**src/rtl/checkout.sv**
```systemverilog
// Parking exit controller: computes elapsed time since check-in, bills it in
// rounded-up units by iterative subtraction, and pulses a one-hot slot release.
module checkout #(
    parameter int UNIT      = 60,
    parameter int RATE      = 10,
    parameter int FREE_TIME = 15,
    parameter int FEE_W     = 16
) (
    input  logic             clk,
    input  logic             reset,
    input  logic             start,
    input  logic [3:0]       selector,
    input  logic [10:0]      timer,
    input  logic [10:0]      p1,
    input  logic [10:0]      p2,
    input  logic [10:0]      p3,
    input  logic [10:0]      p4,
    input  logic [10:0]      p5,
    input  logic [10:0]      p6,
    input  logic [5:0]       occupied,
    output logic             busy,
    output logic             done,
    output logic             error,
    output logic [10:0]      duration,
    output logic [FEE_W-1:0] fee,
    // "release" is a reserved word in the language, hence the prefix
    output logic [5:0]       slot_release
);

    typedef enum logic [1:0] {IDLE, LOAD, DIVIDE, FINISH} state_t;

    localparam logic [31:0] UNIT_U    = 32'(UNIT);
    localparam logic [10:0] UNIT_W    = 11'(UNIT);
    localparam logic [31:0] FREE_U    = 32'(FREE_TIME);
    localparam logic [43:0] FEE_MAX   = (44'd1 << FEE_W) - 44'd1;

    state_t            state_q, state_d;
    logic              req_q, req_d;
    logic [3:0]        req_sel_q, req_sel_d;
    logic [10:0]       req_time_q, req_time_d;
    logic [2:0]        slot_q, slot_d;
    logic [10:0]       t_q, t_d;
    logic [10:0]       p_q, p_d;
    logic [10:0]       dur_r_q, dur_r_d;
    logic [10:0]       rem_q, rem_d;
    logic [11:0]       units_q, units_d;
    logic              busy_q, busy_d;
    logic              done_q, done_d;
    logic              error_q, error_d;
    logic [10:0]       dur_q, dur_d;
    logic [FEE_W-1:0]  fee_q, fee_d;
    logic [5:0]        rel_q, rel_d;

    logic [10:0]       p_sel;
    logic              occ_sel;
    logic [10:0]       diff;
    logic [43:0]       fee_prod;

    always_comb begin
        p_sel   = '0;
        occ_sel = 1'b0;
        case (req_sel_q)
            4'd1: begin p_sel = p1; occ_sel = occupied[0]; end
            4'd2: begin p_sel = p2; occ_sel = occupied[1]; end
            4'd3: begin p_sel = p3; occ_sel = occupied[2]; end
            4'd4: begin p_sel = p4; occ_sel = occupied[3]; end
            4'd5: begin p_sel = p5; occ_sel = occupied[4]; end
            4'd6: begin p_sel = p6; occ_sel = occupied[5]; end
            default: begin p_sel = '0; occ_sel = 1'b0; end
        endcase
    end

    always_comb begin
        state_d    = state_q;
        req_d      = 1'b0;
        req_sel_d  = req_sel_q;
        req_time_d = req_time_q;
        slot_d     = slot_q;
        t_d        = t_q;
        p_d        = p_q;
        dur_r_d    = dur_r_q;
        rem_d      = rem_q;
        units_d    = units_q;
        busy_d     = busy_q;
        done_d     = 1'b0;
        error_d    = 1'b0;
        dur_d      = dur_q;
        fee_d      = fee_q;
        rel_d      = '0;
        diff       = t_q - p_q;
        fee_prod   = 44'(units_q) * 44'(RATE);

        case (state_q)
            IDLE: begin
                // Request is captured first, then validated on the following edge.
                if (req_q) begin
                    if (occ_sel) begin
                        slot_d  = req_sel_q[2:0];
                        p_d     = p_sel;
                        t_d     = req_time_q;
                        busy_d  = 1'b1;
                        state_d = LOAD;
                    end else begin
                        error_d = 1'b1;
                    end
                end else begin
                    req_d      = start;
                    req_sel_d  = selector;
                    req_time_d = timer;
                end
            end
            LOAD: begin
                dur_r_d = diff;
                rem_d   = diff;
                units_d = '0;
                state_d = DIVIDE;
            end
            DIVIDE: begin
                if (32'(rem_q) > UNIT_U) begin
                    rem_d   = rem_q - UNIT_W;
                    units_d = units_q + 12'd1;
                end else if (rem_q != '0) begin
                    rem_d   = '0;
                    units_d = units_q + 12'd1;
                    state_d = FINISH;
                end else begin
                    state_d = FINISH;
                end
            end
            FINISH: begin
                dur_d = dur_r_q;
                if (32'(dur_r_q) <= FREE_U)
                    fee_d = '0;
                else if (fee_prod > FEE_MAX)
                    fee_d = '1;
                else
                    fee_d = fee_prod[FEE_W-1:0];
                done_d  = 1'b1;
                rel_d   = 6'd1 << (slot_q - 3'd1);
                busy_d  = 1'b0;
                state_d = IDLE;
            end
            default: state_d = IDLE;
        endcase
    end

    always_ff @(posedge clk or posedge reset) begin
        if (reset) begin
            state_q    <= IDLE;
            req_q      <= 1'b0;
            req_sel_q  <= '0;
            req_time_q <= '0;
            slot_q     <= '0;
            t_q        <= '0;
            p_q        <= '0;
            dur_r_q    <= '0;
            rem_q      <= '0;
            units_q    <= '0;
            busy_q     <= 1'b0;
            done_q     <= 1'b0;
            error_q    <= 1'b0;
            dur_q      <= '0;
            fee_q      <= '0;
            rel_q      <= '0;
        end else begin
            state_q    <= state_d;
            req_q      <= req_d;
            req_sel_q  <= req_sel_d;
            req_time_q <= req_time_d;
            slot_q     <= slot_d;
            t_q        <= t_d;
            p_q        <= p_d;
            dur_r_q    <= dur_r_d;
            rem_q      <= rem_d;
            units_q    <= units_d;
            busy_q     <= busy_d;
            done_q     <= done_d;
            error_q    <= error_d;
            dur_q      <= dur_d;
            fee_q      <= fee_d;
            rel_q      <= rel_d;
        end
    end

    assign busy         = busy_q;
    assign done         = done_q;
    assign error        = error_q;
    assign duration     = dur_q;
    assign fee          = fee_q;
    assign slot_release = rel_q;

endmodule

```
**config.mk**
```make
export PLATFORM = sky130hd
export DESIGN_NAME = checkout
export DESIGN_NICKNAME = d
export VERILOG_FILES = /design/src/rtl/checkout.sv
export SDC_FILE = /design/constraint.sdc
export NUM_CORES = 1
export LEC_CHECK = 0
export CORE_MARGIN = 1.5
export CORE_UTILIZATION = 45
export CTS_CLUSTER_DIAMETER = 50
export DETAILED_ROUTE_END_ITERATION = 7
export PLACE_DENSITY = 0.73
export SLEW_MARGIN = 10
export SYNTH_ARGS = -nofsm -noshare
export SYNTH_HDL_FRONTEND = slang
export SYNTH_SLANG_ARGS = --single-unit
```
**constraint.sdc**
```tcl
create_clock -name clk -period 3.85 [get_ports clk]
set_input_delay 0.5775 -clock clk [delete_from_list [all_inputs] [get_ports clk]]
set_output_delay 0.5775 -clock clk [all_outputs]
set_load 0.01 [all_outputs]
```
==> results.toml <==
[status]
outcome = "finished, final reports clean"

[sta]
finalSetupViolCount = 0
hold_violations = 0
relSlewSlack_pct = 22.0
grt_setup_unrepaired = "no"
worst_pin_slew_ns = 1.16
finalClockSkew_ns = 0.00899
setup_tns_ns = 0
finalMaxSlewViolations = 0
fmax_mhz = 387
period_share_pct = 67.2
period_needed_ns = 2.59

[critical_path]
critPathLaunchType = "register"
cp.arrival_ns = 2.82
required_ns = 4.09
critPathKind = "reg -> reg"
end_kind = "register"
worst-path-max-fanout = 6
reg2reg_slack_ns = 1.26

[clock_network]
clock_sinks = 112
cts_root_buf = "clkbuf_16"
cts_tree = "yes"
clk_latency_ns = 0.34
clk_pin_slew_worst_paths_ns = 0.07
h-tree-depth = 3
cts_setup_buffers = 0
ctsResizeCount = 0
clockBufferDepth = 2
cts-buffers-inserted = 9
cts_hold_buf = 0

[grt]
overflow = 0
grt_max_degree = 62
track_usage_pct = 20.2
grt_antenna_before_repair = 0
grt_pass1_wl_um = 23000
first_global_vias = 4883

[worst_hold_path]
hold_path_class = "reg -> reg"

[layout]
drive_gt1_share_pct = 9.03
fillCellCount = 1155
synthToLayoutAreaGrowth_pct = 28.4
n_antenna_cell = 0
layout_commonest_cell = "clkdlybuf4s50_1"
fin_area_mm2 = 0.00773
nets = 823
layout_common_cells = "clkdlybuf4s50_1, dfrtp_1, nand2_1"

[yosys]
synth-main-ff-cell = "dfrtp_1"
ys.warnings.count = 0
syn_inst = 573
synth_area_mm2 = 0.00602
synthArstFlopShare_pct = 100
synth_fp_nets = 703
ys_ff_latch = 112
ys_types = 69
syn_area_per_cell_um2 = 10.5
ys_seq_area_share_pct = 46.6
synth-edff-count = 0

[routing]
dr.pass1.iters = 5
final_antenna_net_count = 0
routed_via_density = 5.61
route.detailed.drc = 0
vias = 4906
wl_per_cell_um = 15.6
wirelength_um = 13600
drt-initial-drc-count = 293

[placed_design]
postPlaceCellArea_mm2 = 0.00743
routabilityCongestion = 0.847
place_hpwl_um = 10500
io_buffers = 124

[floorplanning]
core_mm2 = 0.0131
die_area_mm2 = 0.0141
io_pins = 126
dieWidth_um = 119
core.rowCount = 42
start_util_pct = 45.8
dieHeight_um = 119

[power_and_ir_drop]
power.leakage_nw = 3.44
peakVddDrop_v = 0.000282
p_per_area_mw_per_mm2 = 734

[job]
drv_cap = 0
## report_power, final
group	switching (mW)	internal, mW
sequential	0.378	1.64
clock	0.422	0.513
combinational	1.40	1.33
## area by class of cell
| class | instances | area, um^2 | share of cell area [%] |
|---|---|---|---|
| multi-input combinational | 411 | 2980 | 38.6 |
| sequential | 112 | 2800 | 36.3 |
| timing repair buffer | 134 | 1330 | 17.2 |
| clock buffer | 11 | 233 | 3.01 |
| tap | 176 | 220 | 2.85 |
| inverter | 25 | 96.3 | 1.25 |
| clock inverter | 5 | 65.1 | 0.842 |
## routing by layer
metal	wire length [um]	share of wire (%)	global-route usage, %	up-vias
li1	-	-	-	2342
met1	5670	42	24.3	2377
met2	6920	51	35.6	167
met3	737	5.4	3.67	20
met4	308	2.3	7.98	0
met5	0	0	0	-
## worst paths after layout
path / start / endpoint / cells after the start
worst max-delay path: units_q[3] / fee[14] / 9
worst min register to register: req_time_q[6] / t_q[6] / 2
max in group asynchronous: reset / state_q[1] / 3
worst max register to register: units_q[3] / fee[14] / 9
min in group asynchronous: reset / fee[8] / 2
worst min-delay path: req_time_q[6] / t_q[6] / 2
## logic make-up (layout without fill, tap and decap cells)
group	after synthesis	count (layout)	share of synthesized area [%]
simple gates	161	161	12.7
fa+ha+maj	40	40	8.56
other cells	1	1	0.0623
compound gates	147	147	17.8
flops	112	112	46.6
buf+inv	50	175	3.89
xor+xnor	22	22	3.20
mux	40	40	7.29
## registers in the layout, indices dropped and copies added (netlist names)
name	flops
req_time_q	11
busy	1
rem_q	11
t_q	11
slot_release	6
req_sel_q	4
p_q	11
done	1
error	1
fee	15
slot_q	3
req_q	1
units_q	12
duration	11
dur_r_q	11
state_q	2
## synth_stat cells (6+ instances only)
master / count / share of area, %
a21o_1: 7 / 0.87
a21oi_1: 17 / 1.4
a222oi_1: 12 / 2.0
a22o_1: 13 / 1.9
a22oi_1: 8 / 1.0
a31oi_1: 16 / 1.7
clkbuf_1: 11 / 0.69
dfrtp_1: 112 / 47
ha_1: 38 / 7.9
inv_1: 24 / 1.5
mux2_2: 31 / 5.8
mux2i_1: 9 / 1.5
nand2_1: 64 / 4.0
nand4_1: 6 / 0.62
nor2_1: 38 / 2.4
nor3_1: 13 / 1.1
o21a_1: 7 / 0.87
o21ai_0: 29 / 2.4
xnor2_1: 13 / 1.9
xor2_1: 9 / 1.3
## stage by stage
step | utilization [%] | setup WS, ns | power [mW] | std cells | hold WS [ns]
after floorplan | - | 0.313 | 3.88 | 573 | 0.435
after global placement | 56.6 | 1.34 | 4.64 | 858 | 0.453
after detailed placement | 56.6 | 1.24 | 4.75 | 858 | 0.453
after CTS | 58.8 | 1.26 | 5.71 | 874 | 0.471
after global routing | 58.8 | 1.10 | 6.13 | 874 | 0.504
final | 58.8 | 1.26 | 5.68 | 874 | 0.468
## worst max-delay path, cell delays in order (launching register included)
cell and delay (ns):
dfrtp_1 0.45, ha_1 0.32, ha_1 0.24, fa_1 0.41, a21o_1 0.19, a31oi_1 0.27, o21ai_0 0.12, a31oi_1 0.20
xnor2_1 0.08, a22o_1 0.20
(Power assumes the default switching activity.)
